===== src/rtl/midori_rand_supply_if.sv =====
// -----------------------------------------------------------------------------
// midori_rand_supply_if
// Randomness-supply bus between the round controller side (master) and the
// randomness producer (slave, midori_rand_supply).
//   seed        master->slave  seed lanes {L2,L1,L0}, 64 bits each
//   seed_valid  master->slave  load seed this cycle
//   en          master->slave  request one fresh word
//   r           slave->master  randomness word {L2,L1,L0}
//   r_valid     slave->master  r is fresh this cycle
//   busy        slave->master  warm-up in progress
//   reseed_req  slave->master  no usable seed (idle or lifetime exhausted)
// -----------------------------------------------------------------------------
interface midori_rand_supply_if #(
    parameter int RW = 192
);
    logic [RW-1:0] seed;
    logic          seed_valid;
    logic          en;
    logic [RW-1:0] r;
    logic          r_valid;
    logic          busy;
    logic          reseed_req;

    modport master (
        output seed, seed_valid, en,
        input  r, r_valid, busy, reseed_req
    );

    modport slave (
        input  seed, seed_valid, en,
        output r, r_valid, busy, reseed_req
    );
endinterface


===== src/rtl/midori_rand_supply.sv =====
// -----------------------------------------------------------------------------
// midori_rand_supply
// Fresh-randomness producer for the masked Midori S-box layer. A 192-bit seed
// is expanded by three 64-bit Fibonacci LFSR lanes (x^64+x^63+x^61+x^60+1),
// each advanced 64 steps per cycle. After every seed load WARMUP advances are
// discarded; afterwards one word is produced per enabled cycle until the
// 2^LIFE_W word lifetime runs out and a reseed is requested.
//
// Ports:
//   clk_i   clock, rising edge
//   rst_i   synchronous active-high reset
//   rnd     midori_rand_supply_if.slave (seed/seed_valid/en in,
//           r/r_valid/busy/reseed_req out, all outputs registered)
//
// State table:
//   IDLE    | no seed loaded; r=0, reseed_req=1
//   WARMUP  | lanes advance every cycle, output suppressed, busy=1
//   RUN     | en=1 advances lanes and presents one fresh word next cycle
//   EXHAUST | lifetime used up; lanes frozen, reseed_req=1
// -----------------------------------------------------------------------------
module midori_rand_supply #(
    parameter int RW     = 192,
    parameter int WARMUP = 16,
    parameter int LIFE_W = 20
) (
    input  logic                  clk_i,
    input  logic                  rst_i,
    midori_rand_supply_if.slave   rnd
);

    localparam int          LANE_W    = 64;
    localparam int          NLANE     = 3;
    localparam logic [63:0] ZERO_SUB  = 64'hA5A5_A5A5_A5A5_A5A5;
    localparam logic [7:0]  WARM_LAST = 8'(WARMUP - 1);

    typedef enum logic [1:0] {
        ST_IDLE    = 2'd0,
        ST_WARMUP  = 2'd1,
        ST_RUN     = 2'd2,
        ST_EXHAUST = 2'd3
    } state_e;

    state_e              state_q;
    logic [RW-1:0]       lane_q;
    logic [RW-1:0]       r_q;
    logic                r_valid_q;
    logic                busy_q;
    logic                reseed_req_q;
    logic [7:0]          warm_q;
    logic [LIFE_W-1:0]   life_q;

    logic [RW-1:0]       adv_d;
    logic [RW-1:0]       load_d;

    // 64 single steps of the lane LFSR, unrolled into one combinational advance.
    function automatic logic [63:0] lfsr_advance(input logic [63:0] v);
        logic [63:0] s;
        s = v;
        for (int i = 0; i < LANE_W; i++) begin
            s = {s[62:0], s[63] ^ s[62] ^ s[60] ^ s[59]};
        end
        return s;
    endfunction

    // All-zero is the LFSR lock-up state, so a zero seed slice is substituted.
    always_comb begin
        adv_d  = '0;
        load_d = '0;
        for (int l = 0; l < NLANE; l++) begin
            adv_d[l*LANE_W +: LANE_W] = lfsr_advance(lane_q[l*LANE_W +: LANE_W]);
            if (rnd.seed[l*LANE_W +: LANE_W] == '0) begin
                load_d[l*LANE_W +: LANE_W] = ZERO_SUB;
            end else begin
                load_d[l*LANE_W +: LANE_W] = rnd.seed[l*LANE_W +: LANE_W];
            end
        end
    end

    always_ff @(posedge clk_i) begin
        if (rst_i) begin
            state_q      <= ST_IDLE;
            lane_q       <= '0;
            r_q          <= '0;
            r_valid_q    <= 1'b0;
            busy_q       <= 1'b0;
            reseed_req_q <= 1'b1;
            warm_q       <= '0;
            life_q       <= '0;
        end else if (rnd.seed_valid) begin
            // A load wins over en and discards everything in flight.
            state_q      <= ST_WARMUP;
            lane_q       <= load_d;
            r_q          <= '0;
            r_valid_q    <= 1'b0;
            busy_q       <= 1'b1;
            reseed_req_q <= 1'b0;
            warm_q       <= '0;
            life_q       <= '0;
        end else begin
            case (state_q)
                ST_IDLE: begin
                    r_q       <= '0;
                    r_valid_q <= 1'b0;
                end
                ST_WARMUP: begin
                    lane_q    <= adv_d;
                    r_q       <= '0;
                    r_valid_q <= 1'b0;
                    warm_q    <= warm_q + 8'd1;
                    if (warm_q == WARM_LAST) begin
                        state_q <= ST_RUN;
                        busy_q  <= 1'b0;
                    end
                end
                ST_RUN: begin
                    if (rnd.en) begin
                        lane_q    <= adv_d;
                        r_q       <= adv_d;
                        r_valid_q <= 1'b1;
                        life_q    <= life_q + LIFE_W'(1);
                        // The word delivered here is the last one of this seed.
                        if (&life_q) begin
                            state_q      <= ST_EXHAUST;
                            reseed_req_q <= 1'b1;
                        end
                    end else begin
                        // Zeroing on gaps guarantees a word is never shown twice.
                        r_q       <= '0;
                        r_valid_q <= 1'b0;
                    end
                end
                ST_EXHAUST: begin
                    r_q       <= '0;
                    r_valid_q <= 1'b0;
                end
                default: begin
                    state_q      <= ST_IDLE;
                    r_q          <= '0;
                    r_valid_q    <= 1'b0;
                    busy_q       <= 1'b0;
                    reseed_req_q <= 1'b1;
                end
            endcase
        end
    end

    assign rnd.r          = r_q;
    assign rnd.r_valid    = r_valid_q;
    assign rnd.busy       = busy_q;
    assign rnd.reseed_req = reseed_req_q;

endmodule


===== src/flat_wrapper.sv =====
// flat-port wrapper written by rule: the top's interface ports become plain ports
module midori_rand_supply_flat 
#(
    parameter int RW     = 192,
    parameter int WARMUP = 16,
    parameter int LIFE_W = 20
)
  (clk_i, rst_i, rnd_seed, rnd_seed_valid, rnd_en, rnd_r, rnd_r_valid, rnd_busy, rnd_reseed_req);
  midori_rand_supply_if #(.RW(RW)) rnd_i ();
  input  logic clk_i;
  input  logic rst_i;
  input wire logic [$bits(rnd_i.seed)-1:0] rnd_seed;
  input wire logic [$bits(rnd_i.seed_valid)-1:0] rnd_seed_valid;
  input wire logic [$bits(rnd_i.en)-1:0] rnd_en;
  output wire logic [$bits(rnd_i.r)-1:0] rnd_r;
  output wire logic [$bits(rnd_i.r_valid)-1:0] rnd_r_valid;
  output wire logic [$bits(rnd_i.busy)-1:0] rnd_busy;
  output wire logic [$bits(rnd_i.reseed_req)-1:0] rnd_reseed_req;
  assign rnd_i.seed = rnd_seed;
  assign rnd_i.seed_valid = rnd_seed_valid;
  assign rnd_i.en = rnd_en;
  assign rnd_r = rnd_i.r;
  assign rnd_r_valid = rnd_i.r_valid;
  assign rnd_busy = rnd_i.busy;
  assign rnd_reseed_req = rnd_i.reseed_req;
  midori_rand_supply #(.RW(RW), .WARMUP(WARMUP), .LIFE_W(LIFE_W)) u_core (.clk_i(clk_i), .rst_i(rst_i), .rnd(rnd_i));
endmodule

===== config.mk =====
export PLATFORM = sky130hd
export DESIGN_NAME = midori_rand_supply_flat
export DESIGN_NICKNAME = d
export VERILOG_FILES = /design/src/rtl/midori_rand_supply_if.sv /design/src/rtl/midori_rand_supply.sv /design/src/flat_wrapper.sv
export SDC_FILE = /design/constraint.sdc
export NUM_CORES = 1
export LEC_CHECK = 0
export BUFFER_PORTS_ARGS = -buffer_cell sky130_fd_sc_hd__buf_2
export CORE_UTILIZATION = 40
export DETAILED_ROUTE_END_ITERATION = 8
export SLEW_MARGIN = 10
export SYNTH_ARGS = -nofsm -noshare
export SYNTH_HDL_FRONTEND = slang
export SYNTH_SLANG_ARGS = --single-unit

===== constraint.sdc =====
create_clock -name clk_i -period 2.3 [get_ports clk_i]
set_input_delay 0.115 -clock clk_i [delete_from_list [all_inputs] [get_ports clk_i]]
set_output_delay 0.115 -clock clk_i [all_outputs]
set_load 0.01 [all_outputs]

==> results_dict.tcl <==
set metrics [dict create \
    worst_slew_pin_slew_ns 0.858 \
    drive_gt1_share_pct 21.3 \
    synthFlopType "dfxtp_1" \
    hold_path.class "in -> reg" \
    cts_made_buffers 47 \
    timing.final.crit_share_pct 94.6 \
    relSlewSlack_pct 42.8 \
    setup_violations 0 \
    core_um2 51600 \
    ys_top_cells_by_area "dfxtp_1, xnor2_1, nor2_1, xor2_1, nand2_1" \
    crit_type "in -> reg" \
    rsz0062_at_grt "false" \
    fin_nets 3127 \
    place_congestion 0.879 \
    grt_pass1_wl_um 98500 \
    arrival_ns 2.65 \
    grt_start_max_net_pins 110 \
    r2r_cells 7 \
    cts_sinks 417 \
    drv_slew 0 \
    fmax_mhz 460 \
    syn_avg_cell_area_um2 8.83 \
    cp-startpoint "rnd_seed[65]" \
    yosysTopAreaCellShare_pct 39.8 \
    drc 0 \
    syn_nets 2578 \
    crit_path_frequent_cell "buf_4" \
    fin_area_um2 27600 \
    netlist_instances 2376 \
    r2r_end "u_core.lane_q[80]" \
    dieHeight_um 231 \
    syn2layout_area_growth_pct 31.8 \
    ys_ff_latch 417 \
    synth.largest_area_cell "dfxtp_1" \
    first_global_vias 18300 \
    ys_async_sr_fraction_pct 0 \
    crit_required_ns 2.77 \
    grtUsageTotal_pct 22.9 \
    tritoncts "built" \
    vias_per_cell 5.00 \
    routed_wl_um 62200 \
    ant_nets 0 \
    clk_path_buf_depth 3 \
    final.setup_skew_ns 0.0219 \
    critical_path.max_fanout 19 \
    cpPeakStageDelay_ns 0.54 \
    grt_overflow 0 \
    synth-edff-count 0 \
    endpoint "u_core.lane_q[80]" \
    maxCapViolCount 0 \
    crit_slowest_cell "dlygate4sd3_1" \
    via_count 18200 \
    powerDensity_nw_per_um2 820 \
    antenna_found_initial 1 \
    hpwlAfterDp_um 42800 \
    num_rows 83 \
    clk_latency_ns 0.59 \
    ys_seq_area_share_pct 39.8 \
    clk_pin_slew_ns 0.06 \
    clock-root-buffer "clkbuf_16" \
    crit_path_start_kind "primary input" \
    syn_area_um2 21000 \
    avgRoutedWirePerCell_um 17.1 \
    status "completed" \
    start_util_pct 40.6 \
    io_pins 391 \
    crit_path_end_kind "flop" \
    ys_warn_count 0 \
    h-tree-depth 2 \
    reg2reg_setup_slack_ns 0.15 \
    dr.pass1.iters 5 \
    die_w_um 231 \
    hold_viol_final 0 \
    vdd_ir_drop_max_uv 530 \
    dieArea_um2 53400 \
    r2r-start "u_core.state_q[0]" \
    synth_cell_types 42 \
    path_cells "dlygate4sd3_1, buf_2, nor4_1, buf_4, nand4_1, o41ai_4, buf_4, nor2_1, a311oi_1" \
    finalCriticalPeriod_ns 2.18 \
    place_area_um2 23900 \
    leakage_nw 10.9 \
    portBuffers 390 \
    drt_iter0_markers 1077 \
    finalSetupTns_ns 0 \
]
==> registers in the layout (all words and copies together) (netlist names) <==
signal                 flops
u_core.rnd.r_valid         1
u_core.rnd.r             192
u_core.warm_q              8
u_core.lane_q            192
u_core.rnd.reseed_req      1
u_core.life_q             20
u_core.state_q             2
u_core.rnd.busy            1
==> repair_timing <==
| action | in CTS | in global routing |
|---|---|---|
| cloned | 1 | 0 |
| endpoints found under the hold margin | 193 | 0 |
| setup buffers | 1 | 0 |
| gates resized for setup | 1 | 3 |
| hold buffers | 194 | 0 |
| endpoints found under the setup margin | 1 | 5 |
==> synthesized netlist by cell type (all sizes together), types with 2 or more instances <==
cell type,number
nor2,425
xor3,2
dfxtp,417
nand4,23
nand2,266
clkbuf,110
a311oi,88
xnor3,15
and4,4
buf,32
ha,6
o22ai,7
mux2i,3
xnor2,529
and3,4
or2,84
o21ai,13
nand2b,2
a21oi,8
xor2,152
nor4,54
and2,2
nand3,6
a211oi,96
or3,9
o41ai,3
inv,5
nor3,4
a31oi,2
==> how the worst min path moves through the flow <==
stage | to | cells after the start | from
after floorplan | u_core.lane_q[131] | 2 | rnd_seed[131]
after global placement | u_core.lane_q[122] | 3 | rnd_seed[122]
after detailed placement | u_core.lane_q[110] | 3 | rnd_seed[110]
after CTS | u_core.lane_q[191] | 3 | rnd_seed_valid
after global routing | u_core.lane_q[191] | 3 | rnd_seed_valid
final | u_core.lane_q[191] | 3 | rnd_seed_valid
==> through the flow <==
stage          std cells  worst slack [ns]  total power [mW]  hold slack (ns)  util, %
2_1_floorplan       2376             0.261              12.6            0.277        -
3_3_place_gp        3360             0.127              13.9            0.400     46.3
3_5_place_dp        3360            0.0227              14.0            0.412     46.3
4_1_cts             3643            0.0758              22.8           0.0260     53.5
5_1_grt             3644           0.00902              23.7           0.0561     53.6
6_report            3645             0.125              22.7           0.0335     53.6
==> critical path, delay by kind of cell <==
kind                   cells  cell delay, ns
AND/OR/NAND/NOR            3            0.63
buffers and inverters      4            1.20
AO/OA/AOI/OAI              2            0.68
==> cell families (layout without fill, tap and decap cells) <==
logic type	count (synthesis)	count (layout)	share of synthesized area [%]
and+or+nand+nor	886	886	18.2
DFF	417	417	39.8
buffers and inverters	147	733	2.85
xor gates and xnor gates	698	698	30.4
muxes	4	5	0.197
other	0	2	0
adders and majority gates	6	6	0.358
AOI/OAI and AO/OA	218	218	8.15
==> routing by layer <==
| layer | global-route usage, % | part of all wire [%] |
|---|---|---|
| met2 | 37.9 | 47 |
| met3 | 3.42 | 5.3 |
| met1 | 30.0 | 44 |
| met5 | 0 | 0 |
| met4 | 8.77 | 3.6 |
==> placed cells by master, fill, tap and decap left out, types with 13 or more instances in the layout <==
cell | synthesis | layout
buf_4 | 1 | 42
a311oi_1 | 88 | 88
or2_2 | 84 | 84
dlygate4sd3_1 | 0 | 194
xor2_1 | 151 | 151
buf_12 | 0 | 13
a211oi_1 | 96 | 96
nand4_1 | 23 | 23
dfxtp_1 | 417 | 416
nor2_1 | 425 | 425
clkbuf_16 | 0 | 49
nor4_1 | 53 | 53
buf_2 | 28 | 389
o21ai_0 | 13 | 13
xnor3_1 | 15 | 15
xnor2_1 | 526 | 526
nand2_1 | 266 | 266
==> layout make-up <==
cell class / instances / area (um^2)
sequential: 417 / 8350
fill: 4582 / 24000
timing repair buffer: 641 / 4530
clock buffer: 63 / 1390
antenna: 2 / 5.00
multi-input combinational: 1813 / 12100
inverter: 5 / 26.3
clock inverter: 24 / 383
tap: 680 / 851
==> where the power goes <==
group / leakage (nW) / switching (mW) / internal, mW
combinational: 6.62 / 2.86 / 3.01
clock: 0.876 / 3.17 / 5.36
sequential: 3.42 / 0.620 / 7.64
total: 10.9 / 6.65 / 16.0
Power figures use the tool's default switching activity.
